File: src/rtl/peripheral_dbg_soc_osd_event_pkg.sv
// Shared types for the OSD event packetizer.
//   state_e : packetizer FSM states. Each non-IDLE state names the flit
//             currently presented on out_data.
//   entry_t : one captured event, timestamp zero-extended to 16 bits plus
//             the 32-bit event word.
package peripheral_dbg_soc_osd_event_pkg;

    typedef enum logic [2:0] {
        IDLE,
        DEST,
        SRC,
        TYPE,
        TS,
        DLO,
        DHI
    } state_e;

    localparam logic [15:0] TYPE_EVENT   = 16'h0000;
    localparam int          TYPE_OVF_BIT = 15;

    typedef struct packed {
        logic [15:0] ts;
        logic [31:0] data;
    } entry_t;

endpackage

File: src/rtl/peripheral_dbg_soc_osd_event_fifo.sv
// Synchronous event FIFO with registered read data.
//   clk, rst : clock, synchronous active-high reset
//   push     : write wdata (ignored when full)
//   wdata    : entry to store
//   pop      : move head entry into rdata (ignored when empty)
//   rdata    : registered head entry, valid from the cycle after a pop and
//              held until the next pop (doubles as the packet holding reg)
//   full     : DEPTH entries stored
//   empty    : no entries stored
module peripheral_dbg_soc_osd_event_fifo
    import peripheral_dbg_soc_osd_event_pkg::*;
#(
    parameter int DEPTH = 4
) (
    input  logic   clk,
    input  logic   rst,
    input  logic   push,
    input  entry_t wdata,
    input  logic   pop,
    output entry_t rdata,
    output logic   full,
    output logic   empty
);

    localparam int AW = $clog2(DEPTH);

    // Pointers carry one extra wrap bit to tell full from empty.
    logic [AW:0] wr_ptr_q, wr_ptr_d;
    logic [AW:0] rd_ptr_q, rd_ptr_d;
    entry_t      rdata_q, rdata_d;
    entry_t      mem_q [DEPTH];
    logic        do_push, do_pop;

    assign full  = (wr_ptr_q[AW] != rd_ptr_q[AW]) &&
                   (wr_ptr_q[AW-1:0] == rd_ptr_q[AW-1:0]);
    assign empty = (wr_ptr_q == rd_ptr_q);
    assign rdata = rdata_q;

    assign do_push = push && !full;
    assign do_pop  = pop && !empty;

    always_comb begin
        wr_ptr_d = wr_ptr_q;
        rd_ptr_d = rd_ptr_q;
        rdata_d  = rdata_q;
        if (do_push) wr_ptr_d = wr_ptr_q + 1'b1;
        if (do_pop) begin
            rd_ptr_d = rd_ptr_q + 1'b1;
            rdata_d  = mem_q[rd_ptr_q[AW-1:0]];
        end
    end

    always_ff @(posedge clk) begin
        if (rst) begin
            wr_ptr_q <= '0;
            rd_ptr_q <= '0;
            rdata_q  <= '0;
        end else begin
            wr_ptr_q <= wr_ptr_d;
            rd_ptr_q <= rd_ptr_d;
            rdata_q  <= rdata_d;
        end
    end

    // Storage needs no reset: nothing is read before it is written.
    always_ff @(posedge clk) begin
        if (!rst && do_push) mem_q[wr_ptr_q[AW-1:0]] <= wdata;
    end

endmodule

File: src/rtl/peripheral_dbg_soc_osd_event_packetizer.sv
// Trace event packetizer: captures {timestamp, ev_data} per event into a
// small FIFO and serializes each entry as a 6-flit debug-NoC packet
// (DEST, SRC, TYPE, TS, DATA lo, DATA hi). Events on a full FIFO are dropped.
//   clk, rst   : clock, synchronous active-high reset
//   timestamp  : live counter value (WIDTH bits, zero-extended into a flit)
//   ev_valid   : one event per cycle high
//   ev_data    : 32-bit event payload
//   out_data   : 16-bit flit
//   out_valid  : flit valid
//   out_last   : last flit of packet
//   out_ready  : sink accepts flit
// Build option OSD_EVENT_OVERFLOW_REPORT_EN: keeps a saturating 15-bit drop
// count and, from IDLE, emits a 4-flit overflow packet
// (DEST, SRC, TYPE={1,count}, TS) before the next queued event.
module peripheral_dbg_soc_osd_event_packetizer
    import peripheral_dbg_soc_osd_event_pkg::*;
#(
    parameter int          WIDTH      = 16,
    parameter int          FIFO_DEPTH = 4,
    parameter logic [15:0] MOD_ID     = 16'h0000,
    parameter logic [15:0] DEST_ID    = 16'h0000
) (
    input  logic             clk,
    input  logic             rst,
    input  logic [WIDTH-1:0] timestamp,
    input  logic             ev_valid,
    input  logic [31:0]      ev_data,
    output logic [15:0]      out_data,
    output logic             out_valid,
    output logic             out_last,
    input  logic             out_ready
);

    state_e      state_q, state_d;
    logic [15:0] out_data_q, out_data_d;
    logic        out_valid_q, out_valid_d;
    logic        out_last_q, out_last_d;

    logic        fifo_full, fifo_empty, fifo_push, fifo_pop;
    entry_t      fifo_wdata, hold;
    logic [15:0] ts_ext;
    logic        xfer, start;

    // Per-packet flit contents that differ between event and overflow packets.
    logic        ovf_pkt;
    logic [15:0] type_word, ts_word;

    always_comb begin
        ts_ext = '0;
        ts_ext[WIDTH-1:0] = timestamp;
    end

    assign fifo_wdata = '{ts: ts_ext, data: ev_data};
    // Fullness is the pre-pop value, so a push on a full FIFO is dropped
    // even when IDLE pops in the same cycle.
    assign fifo_push  = ev_valid && !fifo_full;
    assign xfer       = out_valid_q && out_ready;

    peripheral_dbg_soc_osd_event_fifo #(
        .DEPTH (FIFO_DEPTH)
    ) u_fifo (
        .clk   (clk),
        .rst   (rst),
        .push  (fifo_push),
        .wdata (fifo_wdata),
        .pop   (fifo_pop),
        .rdata (hold),
        .full  (fifo_full),
        .empty (fifo_empty)
    );

`ifdef OSD_EVENT_OVERFLOW_REPORT_EN
    logic        is_ovf_q, is_ovf_d;
    logic [15:0] ovf_ts_q, ovf_ts_d;
    logic [14:0] drop_cnt_q, drop_cnt_d;
    logic        drop;
    logic [15:0] ovf_type;

    assign drop    = ev_valid && fifo_full;
    assign ovf_pkt = is_ovf_q;

    always_comb begin
        ovf_type = {1'b0, drop_cnt_q};
        ovf_type[TYPE_OVF_BIT] = 1'b1;
    end

    // The count is captured into the TYPE flit when SRC transfers.
    assign type_word = is_ovf_q ? ovf_type : TYPE_EVENT;
    assign ts_word   = is_ovf_q ? ovf_ts_q : hold.ts;

    // Cleared when the reporting TYPE flit leaves; a drop in that same
    // cycle starts the next count at 1.
    always_comb begin
        drop_cnt_d = drop_cnt_q;
        if (state_q == TYPE && xfer && is_ovf_q)
            drop_cnt_d = {14'd0, drop};
        else if (drop && drop_cnt_q != 15'h7FFF)
            drop_cnt_d = drop_cnt_q + 15'd1;
    end
`else
    assign ovf_pkt   = 1'b0;
    assign type_word = TYPE_EVENT;
    assign ts_word   = hold.ts;
`endif

    always_comb begin
        state_d     = state_q;
        out_data_d  = out_data_q;
        out_valid_d = out_valid_q;
        out_last_d  = out_last_q;
        fifo_pop    = 1'b0;
        start       = 1'b0;
`ifdef OSD_EVENT_OVERFLOW_REPORT_EN
        is_ovf_d    = is_ovf_q;
        ovf_ts_d    = ovf_ts_q;
`endif
        case (state_q)
            IDLE: begin
`ifdef OSD_EVENT_OVERFLOW_REPORT_EN
                if (drop_cnt_q != '0) begin
                    start    = 1'b1;
                    is_ovf_d = 1'b1;
                    ovf_ts_d = ts_ext;
                end else if (!fifo_empty) begin
                    start    = 1'b1;
                    fifo_pop = 1'b1;
                    is_ovf_d = 1'b0;
                end
`else
                if (!fifo_empty) begin
                    start    = 1'b1;
                    fifo_pop = 1'b1;
                end
`endif
                if (start) begin
                    state_d     = DEST;
                    out_valid_d = 1'b1;
                    out_data_d  = DEST_ID;
                    out_last_d  = 1'b0;
                end
            end
            DEST: if (xfer) begin
                state_d    = SRC;
                out_data_d = MOD_ID;
            end
            SRC: if (xfer) begin
                state_d    = TYPE;
                out_data_d = type_word;
            end
            TYPE: if (xfer) begin
                state_d    = TS;
                out_data_d = ts_word;
                out_last_d = ovf_pkt;
            end
            TS: if (xfer) begin
                if (ovf_pkt) begin
                    state_d     = IDLE;
                    out_valid_d = 1'b0;
                    out_data_d  = '0;
                    out_last_d  = 1'b0;
                end else begin
                    state_d    = DLO;
                    out_data_d = hold.data[15:0];
                end
            end
            DLO: if (xfer) begin
                state_d    = DHI;
                out_data_d = hold.data[31:16];
                out_last_d = 1'b1;
            end
            DHI: if (xfer) begin
                state_d     = IDLE;
                out_valid_d = 1'b0;
                out_data_d  = '0;
                out_last_d  = 1'b0;
            end
            default: begin
                state_d     = IDLE;
                out_valid_d = 1'b0;
                out_data_d  = '0;
                out_last_d  = 1'b0;
            end
        endcase
    end

    always_ff @(posedge clk) begin
        if (rst) begin
            state_q     <= IDLE;
            out_data_q  <= '0;
            out_valid_q <= 1'b0;
            out_last_q  <= 1'b0;
`ifdef OSD_EVENT_OVERFLOW_REPORT_EN
            is_ovf_q    <= 1'b0;
            ovf_ts_q    <= '0;
            drop_cnt_q  <= '0;
`endif
        end else begin
            state_q     <= state_d;
            out_data_q  <= out_data_d;
            out_valid_q <= out_valid_d;
            out_last_q  <= out_last_d;
`ifdef OSD_EVENT_OVERFLOW_REPORT_EN
            is_ovf_q    <= is_ovf_d;
            ovf_ts_q    <= ovf_ts_d;
            drop_cnt_q  <= drop_cnt_d;
`endif
        end
    end

    assign out_data  = out_data_q;
    assign out_valid = out_valid_q;
    assign out_last  = out_last_q;

endmodule

File: config.mk
export PLATFORM = sky130hd
export DESIGN_NAME = peripheral_dbg_soc_osd_event_packetizer
export DESIGN_NICKNAME = d
export VERILOG_FILES = /design/src/rtl/peripheral_dbg_soc_osd_event_pkg.sv /design/src/rtl/peripheral_dbg_soc_osd_event_fifo.sv /design/src/rtl/peripheral_dbg_soc_osd_event_packetizer.sv
export SDC_FILE = /design/constraint.sdc
export NUM_CORES = 1
export LEC_CHECK = 0
export BUFFER_PORTS_ARGS = -buffer_cell sky130_fd_sc_hd__buf_4
export CAP_MARGIN = 20
export CORE_ASPECT_RATIO = 2
export CORE_MARGIN = 4
export CORE_UTILIZATION = 39
export CTS_BUF_LIST = sky130_fd_sc_hd__clkbuf_8
export DETAILED_ROUTE_END_ITERATION = 8
export SETUP_SLACK_MARGIN = 0.3
export SLEW_MARGIN = 0
export SYNTH_ARGS = -nofsm -noshare
export SYNTH_HDL_FRONTEND = slang
export SYNTH_SLANG_ARGS = --single-unit
File: constraint.sdc
create_clock -name clk -period 16 [get_ports clk]
set_clock_uncertainty 0.15 [all_clocks]
set_input_delay 2.4 -clock clk [delete_from_list [all_inputs] [get_ports clk]]
set_output_delay 2.4 -clock clk [all_outputs]
set_load 0.03 [all_outputs]
=== Word-level counts from Yosys, hierarchy flattened ===
Memories as Yosys holds them, arrays and structs flattened. A register that Yosys moved wholly into a read port is not among the register bits.
Index checks and enable logic that the tools add are counted.

* Add/subtract/negate cells: 2
* Multipliers: 0
* Div/mod/pow operators: 0
* Order comparisons: 0
* Equal/unequal tests: 18
* Shift operators: 0
* Mux-type cells: 25
* Bitwise operators: 2
* Reduce and logical (&&, ||, !) cells: 18

{| class="wikitable"
|+ Operators with widths
! cell !! count
|-
| two-way mux 16 bit || 5
|-
| case mux 16 bit (5 select lines) || 1
|-
| two-way mux 3 bit || 7
|-
| case mux 3 bit (7 select lines) || 1
|-
| inequality test 2 bit, second input constant || 6
|-
| equality test 3 bit, second input constant || 3
|-
| two-way mux 1 bit || 9
|-
| AND reduction 7 bit || 1
|-
| adder 3 x 1 -> 3 bit, second input constant || 2
|-
| equality test 3 x 2 -> 1 bit, second input constant || 2
|-
| logical AND 1 bit || 6
|-
| inequality test 2 x 1 -> 1 bit, second input constant || 3
|-
| OR reduction 3 bit || 2
|-
| AND reduction 5 bit || 1
|-
| OR reduction 5 bit || 1
|-
| case mux 1 bit (4 select lines) || 1
|-
| AND reduction 4 bit || 1
|-
| equality test 3 x 1 -> 1 bit, second input constant || 1
|-
| equality test 3 bit || 1
|-
| zero test 1 bit || 3
|-
| zero test 3 bit || 1
|-
| case mux 1 bit (3 select lines) || 1
|-
| AND reduction 3 bit || 1
|-
| equality test 2 bit || 1
|-
| other kinds (3) || 4
|}

* Bits in registers: 27
* Latch bits: 0
* Bits in writable memories: 192
* ROM bits: 0
* Memories kept: 1

{| class="wikitable"
|+ Memories
! memory !! depth !! width !! read ports !! clocked after Yosys merged registers in !! wr ports !! line !! source
|-
| u_fifo.mem_q || 4 || 48 || 1 || 1 || 1 || peripheral_dbg_soc_osd_event_fifo.sv:31 || <nowiki>entry_t mem_q [DEPTH];</nowiki>
|}

=== Logic depth before layout (Yosys ltp) ===
Gate-level depths: netlist (run 1).

* Depth in word-level cells: 8
* Mapped depth: 8
* Mapped depth without buffers: 5

=== Modules after synthesis ===
From an unflattened synthesis (run 1), not the netlist that was laid out.

* Cell total of the unflattened synthesis: 667
* Area total of the unflattened synthesis: 10682.7 um^2

{| class="wikitable"
|+ By module, submodules not included
! module !! times used !! cells each !! area each (um^2) !! sequential area each (um^2)
|-
| peripheral_dbg_soc_osd_event_fifo || 1 || 512 || 9322.7 || 6846.6
|-
| peripheral_dbg_soc_osd_event_packetizer || 1 || 155 || 1360.1 || 420.4
|}

=== Least setup slack after synthesis (run 1) ===
No wires, ideal clock.

* Path type: input -> register
* Start point: input port rst
* End point: memory u_fifo.mem_q[3][0] (netlist bit), enable pin
* Arrival time: 6.096 ns
* Required time: 15.337 ns
* Setup slack: 9.241 ns
* Stages: 3
* Cells stage by stage: clkbuf_1 clkbuf_1 nor3_1

* Word-level cells in the longest chain between the ends: 4

{| class="wikitable"
|+ RTL lines
! element !! line !! source
|-
| start, declared || peripheral_dbg_soc_osd_event_packetizer.sv:24 || <nowiki>input logic rst,</nowiki>
|-
| zero test 1 bit || peripheral_dbg_soc_osd_event_fifo.sv:67 || <nowiki>if (!rst && do_push) mem_q[wr_ptr_q[AW-1:0]] <= wdata;</nowiki>
|-
| logical AND 1 bit || peripheral_dbg_soc_osd_event_fifo.sv:67 ||
|-
| two-way mux 1 bit || peripheral_dbg_soc_osd_event_fifo.sv:67 ||
|-
| two-way mux 1 bit (implied by the code) || peripheral_dbg_soc_osd_event_fifo.sv:67 ||
|-
| end, declared || peripheral_dbg_soc_osd_event_fifo.sv:31 ||
|}

Every way passes these cells.

=== Worst setup path after layout (run 1) ===
* Start point: input port rst
* End point: memory u_fifo.mem_q[0][21] (netlist bit), enable pin

The elaborated chain is that of the path after synthesis.

==> flow_metrics.env, run 1 <==
export IMPL_result_of_the_run="finished, final reports clean"
export IMPL_seq_area_frac_synth_pct=71.9
export IMPL_dieArea_um2=28700
export IMPL_clock_sinks=267
export IMPL_cts_hold_buffers_added=0
export IMPL_post_dp_cell_area_um2=11000
export IMPL_cp_cell_sequence="buf_4 > nor2_1 > and2_2 > buf_4"
export IMPL_switchingPower_mw=0.611
export IMPL_routed_wire_length_per_instance_um=18.8
export IMPL_chipWidth_um=122
export IMPL_placed_cells=1027
export IMPL_powerDensity_nw_per_um2=161
export IMPL_die_height_um=236
export IMPL_cts_buffers=36
export IMPL_row_count=83
export IMPL_post_route_cell_area_um2=11600
export IMPL_synthDistinctLibCells=31
export IMPL_multiInputGateArea_um2=2650
export IMPL_groute_layer_met1_usage_pct=15.1
export IMPL_maxSlewViolCount=0
export IMPL_crit_path_max_incr_delay_ps=580
export IMPL_port_buffers=69
export IMPL_seqPwrFrac_pct=47.7
export IMPL_floorplan_initialDensity_pct=39.4
export IMPL_finalSetupTns_ps=0
export IMPL_post_synth_instance_area_um2=10100
export IMPL_grt_max_degree=62
export IMPL_layout_commonest_cell="sky130_fd_sc_hd__edfxtp_1"
export IMPL_clk_latency_worst_skew_pair_ps=520
export IMPL_p_comb_share_pct=27.9
export IMPL_vdd_ir_drop_max_mv=0.0626
export IMPL_hold_viol_final=0
export IMPL_design_portCount=70
export IMPL_utilization_after_layout_pct=45.2
export IMPL_grt_setup_unrepaired="false"
export IMPL_grt_first_pass_wirelength_mm=32.3
export IMPL_drive_above_1_share_pct=25.4
export IMPL_finalWirelength_mm=20.6
export IMPL_critical_path_startpoint_type="input port"
export IMPL_timing_worst_setup_path_type="in -> reg"
export IMPL_count_of_state_elements_after_synthesis=267
export IMPL_grt_use_met3_pct=2.36
export IMPL_cts_max_path_buffers=3
export IMPL_post_cts_setup_bufs=0
export IMPL_synthCells=650
export IMPL_power_static_leakage_nw=3.85
export IMPL_worst_slew_pin_transition_ps=987
export IMPL_critical_path_arrival_ps=3730
export IMPL_worst_setup_hold_path_clk_slew_ps=60
export IMPL_hold_slack_ps=305
export IMPL_drtPass1Iterations=4
export IMPL_p_int_mw=1.25
export IMPL_synth_nets=707
export IMPL_cap_violations=0
export IMPL_crit_start="rst"
export IMPL_setup_violations=0
export IMPL_cts_htree_levels=2
export IMPL_layout_cells_non_filler=1092
export IMPL_synth_warnings=0
export IMPL_achievable_frequency_ghz=0.268
export IMPL_crit_reg2reg_launch="u_fifo.rd_ptr_q[1]"
export IMPL_worstPathMaxFanout=61
export IMPL_detailedPlacementHpwl_mm=13.1
export IMPL_clock_root_buffer="sky130_fd_sc_hd__clkbuf_8"
export IMPL_pre_cts_ws_ps=11690
export IMPL_hp_start="u_fifo.rdata[38]"
export IMPL_power_switching_share_pct=32.8
export IMPL_use_met2_pct=28.9
export IMPL_relative_contribution_of_the_clock_network_to_total_power_pct=24.4
export IMPL_cp_slowest_cell="sky130_fd_sc_hd__buf_4"
export IMPL_finalWorstSetupSlack_ps=12260
export IMPL_cp_common_cell="sky130_fd_sc_hd__buf_4"
export IMPL_detail_route_iter0_violations=277
export IMPL_regArea_um2=7270
export IMPL_syn_avg_cell_area_um2=15.6
export IMPL_globalRouteOverflowTotal=0
export IMPL_post_cts_resized_instances=0
export IMPL_fp_coreArea_um2=25700
export IMPL_grt_use_total_pct=14.8
export IMPL_fillCellCount=2297
export IMPL_finalNetCount=782
export IMPL_tritoncts_clock_tree="done"
export IMPL_post_layout_total_power_mw=1.86
export IMPL_worstHoldPathType="reg -> reg"
export IMPL_period_share_pct=23.4
export IMPL_initial_antenna_violation_count=1
export IMPL_gp_routability_congestion=0.723
export IMPL_grt_pass1_vias=5956
export IMPL_vias_per_cell=4.95
export IMPL_via_count=5409
export IMPL_post_route_drc_count=0
export IMPL_grt_busiest_layer="met2"
export IMPL_most_common_layout_cells="sky130_fd_sc_hd__edfxtp_1, sky130_fd_sc_hd__nand2_1, sky130_fd_sc_hd__buf_4"
export IMPL_slew_limit_headroom_pct=33.9
export IMPL_final_antenna_net_count=0
export IMPL_period_needed_ps=3740
export IMPL_area_delta_synth_final_pct=14.7
export IMPL_cp_end_kind="flip-flop"
export IMPL_data_required_time_at_the_worst_endpoint_ps=16000
path summary, 6_finish.rpt:
path | endpoint | slack [ps] | depth (start not counted)
hold reg to reg | u_fifo.rdata[38] | 300 | 2
setup reg to reg | out_data[2] | 12900 | 8
hold / removal | u_fifo.rdata[38] | 300 | 2
setup / recovery | u_fifo.mem_q[0][21] | 12260 | 4
worst max-delay path: cells and delay by family:
| kind | cells | cell delay [ps] |
|---|---|---|
| buffers and inverters | 2 | 870 |
| and+or+nand+nor | 2 | 400 |
area by class of cell:
| class | count | area share, % |
|---|---|---|
| Clock inverter | 26 | 0.939 |
| Multi-Input combinational cell | 337 | 22.9 |
| Tap cell | 340 | 3.67 |
| Timing Repair Buffer | 79 | 5.12 |
| Sequential cell | 267 | 62.7 |
| Clock buffer | 38 | 4.51 |
| Inverter | 4 | 0.130 |
| Antenna cell | 1 | 0.0216 |
power groups by stage:
stage	Combinational, mW	Sequential [mW]	Clock, mW
final	0.520	0.889	0.456
after floorplan	0.365	0.921	0
after global routing	0.573	0.901	0.501
after detailed placement	0.529	0.907	0
after global placement	0.519	0.903	0
after CTS	0.531	0.891	0.475
per-layer routing:
metal | part of all wire [%] | routed length [um]
met1 | 34 | 7080
met2 | 59 | 12000
met3 | 4.2 | 855
met4 | 2.9 | 600
met5 | 0 | 0
synth_stat cells, drive strengths merged:
library cell / count / area share [%]
buf: 13 / 0.74
and2: 4 / 0.25
a221o: 1 / 0.099
o21ai: 2 / 0.099
a211oi: 16 / 1.8
nor2: 49 / 1.8
clkbuf: 29 / 1.1
nand2: 104 / 3.9
inv: 4 / 0.15
mux2i: 18 / 1.8
edfxtp: 192 / 57
o211ai: 1 / 0.074
nand3b: 1 / 0.074
xor2: 2 / 0.17
nor4: 1 / 0.062
nand2b: 2 / 0.12
and3: 1 / 0.062
a311oi: 1 / 0.26
nor3: 2 / 0.099
or2: 1 / 0.062
dfxtp: 75 / 15
a31o: 1 / 0.087
nand3: 2 / 0.099
xnor2: 6 / 0.52
mux4: 48 / 11
ha: 5 / 0.62
a21oi: 69 / 3.4
flip-flops by register name, indices dropped and copies added (netlist names):
signal	flops
out_last	1
u_fifo.rd_ptr_q	3
out_data	16
state_q	3
u_fifo.rdata	48
u_fifo.mem_q	192
out_valid	1
u_fifo.wr_ptr_q	3
cell families (layout without fill, tap and decap cells):
group	after synthesis	after routing	share of synthesized area (%)
and+or+nand+nor	167	167	6.51
DFF	267	267	71.9
buffers and inverters	46	147	1.97
xor gates and xnor gates	8	8	0.693
AOI/OAI and AO/OA	91	91	5.87
muxes	66	66	12.5
other	0	1	0
adders and majority gates	5	5	0.619
No activity file was read; power rests on OpenSTA's default activity.
==> inputs of run 2 (changes only) <==
clock period = 3.2 ns   (was 16 ns; I/O delays follow)
==> flow_metrics.env, run 2 (synthesis gave the netlist of run 1 again) <==
export IMPL_result_of_the_run="finished, final reports clean"
export IMPL_worstHoldPathType="in -> reg"
export IMPL_tritoncts_clock_tree="done"
export IMPL_finalWirelength_mm=21.3
export IMPL_period_needed_ps=2340
export IMPL_cell_family_with_the_largest_share_of_critical_path_delay="simple AND/OR/NAND/NOR gates"
export IMPL_area_delta_synth_final_pct=20.4
export IMPL_post_cts_setup_bufs=0
export IMPL_design_portCount=70
export IMPL_finalNetCount=827
export IMPL_finalSetupTns_ps=0
export IMPL_finalWorstSetupSlack_ps=855
export IMPL_achievable_frequency_ghz=0.426
export IMPL_fillCellCount=2276
export IMPL_power_switching_share_pct=32.1
export IMPL_largest_register_ff_count=192
export IMPL_use_met2_pct=29.5
export IMPL_grt_first_pass_wirelength_mm=33.4
export IMPL_hold_slack_ps=17.7
export IMPL_grt_pass1_vias=6139
export IMPL_grt_use_met3_pct=2.33
export IMPL_clk_latency_worst_skew_pair_ps=520
export IMPL_seqPwrFrac_pct=45.9
export IMPL_switchingPower_mw=3.11
export IMPL_cts_htree_levels=2
export IMPL_die_height_um=236
export IMPL_critical_path_startpoint_type="flip-flop"
export IMPL_hold_viol_final=0
export IMPL_post_dp_cell_area_um2=11100
export IMPL_most_common_layout_cells="sky130_fd_sc_hd__edfxtp_1, sky130_fd_sc_hd__nand2_1, sky130_fd_sc_hd__buf_4"
export IMPL_antenna_cells_inserted=0
export IMPL_final_antenna_net_count=0
export IMPL_cp_cell_sequence="xnor2_1 > a31o_2 > nor2_1 > and2_2 > buf_12"
export IMPL_routed_wire_length_per_instance_um=18.8
export IMPL_placed_cells=1035
export IMPL_powerDensity_nw_per_um2=795
export IMPL_drtPass1Iterations=6
export IMPL_post_layout_total_power_mw=9.68
export IMPL_initial_antenna_violation_count=0
export IMPL_cap_violations=0
export IMPL_timing_worst_setup_path_type="reg -> reg"
export IMPL_post_cts_resized_instances=0
export IMPL_clock_root_buffer="sky130_fd_sc_hd__clkbuf_8"
export IMPL_post_route_drc_count=0
export IMPL_slew_limit_headroom_pct=48.0
export IMPL_dieArea_um2=28700
export IMPL_cts_hold_buffers_added=37
export IMPL_chipWidth_um=122
export IMPL_cp_end_kind="flip-flop"
export IMPL_critical_path_arrival_ps=2420
export IMPL_grt_use_total_pct=15.1
export IMPL_via_count=5621
export IMPL_detail_route_iter0_violations=271
export IMPL_relative_contribution_of_the_clock_network_to_total_power_pct=26.0
export IMPL_clock_sinks=267
export IMPL_cts_max_path_buffers=3
export IMPL_data_required_time_at_the_worst_endpoint_ps=3280
export IMPL_globalRouteOverflowTotal=0
export IMPL_post_route_cell_area_um2=12200
export IMPL_worstPathMaxFanout=19
export IMPL_cts_buffers=35
export IMPL_utilization_after_layout_pct=47.5
export IMPL_floorplan_initialDensity_pct=39.4
export IMPL_worst_slew_pin_transition_ps=780
export IMPL_worst_setup_hold_path_clk_slew_ps=70
export IMPL_p_int_mw=6.57
export IMPL_grt_setup_unrepaired="false"
export IMPL_vias_per_cell=4.96
export IMPL_fp_coreArea_um2=25700
export IMPL_maxSlewViolCount=0
export IMPL_layout_commonest_cell="sky130_fd_sc_hd__edfxtp_1"
export IMPL_drive_above_1_share_pct=25.8
export IMPL_power_static_leakage_nw=4.10
export IMPL_port_buffers=69
export IMPL_setup_violations=0
export IMPL_crit_path_max_incr_delay_ps=540
export IMPL_vdd_ir_drop_max_mv=0.404
export IMPL_groute_layer_met1_usage_pct=15.9
export IMPL_grt_max_degree=60
export IMPL_period_share_pct=73.3
export IMPL_worstPathBufferInverterCount=1
export IMPL_gp_routability_congestion=0.801
export IMPL_cp_slowest_cell="sky130_fd_sc_hd__and2_2"
export IMPL_p_comb_share_pct=28.0
export IMPL_detailedPlacementHpwl_mm=13.8
export IMPL_row_count=83
export IMPL_pre_cts_ws_ps=831
export IMPL_grt_busiest_layer="met2"
export IMPL_layout_cells_non_filler=1134
[run 2: cell types whose count changed in the layout (fill, tap and decap cells not counted), moves of 2 or more]
cell,before,now
sky130_fd_sc_hd__dlygate4sd3_1,0,37
sky130_fd_sc_hd__bufinv_16,0,2
sky130_fd_sc_hd__clkbuf_8,38,41
sky130_fd_sc_hd__inv_1,19,13
sky130_fd_sc_hd__clkinvlp_4,2,0
sky130_fd_sc_hd__buf_4,79,83
sky130_fd_sc_hd__clkinv_1,6,4
sky130_fd_sc_hd__clkinv_2,3,5
sky130_fd_sc_hd__buf_12,0,4
[run 2: per-layer routing]
metal / up-vias / routed length [um]
met5: - / 0
met4: 0 / 489
met3: 40 / 721
met2: 124 / 12400
met1: 2800 / 7660
li1: 2657 / -
[run 2: final timing paths]
path | start | to | slack [ps] | cells after the start
setup / recovery | u_fifo.wr_ptr_q[0] | u_fifo.mem_q[0][10] | 860 | 5
hold / removal | ev_data[0] | u_fifo.mem_q[2][0] | 20 | 1
setup reg to reg | u_fifo.wr_ptr_q[0] | u_fifo.mem_q[0][10] | 860 | 5
hold reg to reg | u_fifo.rdata[42] | u_fifo.rdata[42] | 310 | 2
[run 2: power by group through the flow]
stage | sequential [mW] | clock (mW) | combinational, mW
floorplan | 4.60 | 0 | 1.83
global placement | 4.52 | 0 | 2.66
detailed placement | 4.54 | 0 | 2.70
CTS | 4.46 | 2.59 | 2.74
global route | 4.49 | 2.74 | 2.99
finish | 4.45 | 2.52 | 2.71
[run 2: layout make-up]
| type | count | area [um^2] | area share (%) |
|---|---|---|---|
| flip-flops and latches | 267 | 7270 | 59.7 |
| multi-input cells | 337 | 2660 | 21.9 |
| repair buffers | 125 | 1100 | 9.05 |
| clock buffers | 41 | 564 | 4.64 |
| well taps | 340 | 425 | 3.50 |
| clock inverters | 20 | 134 | 1.10 |
| inverters | 4 | 15.0 | 0.123 |
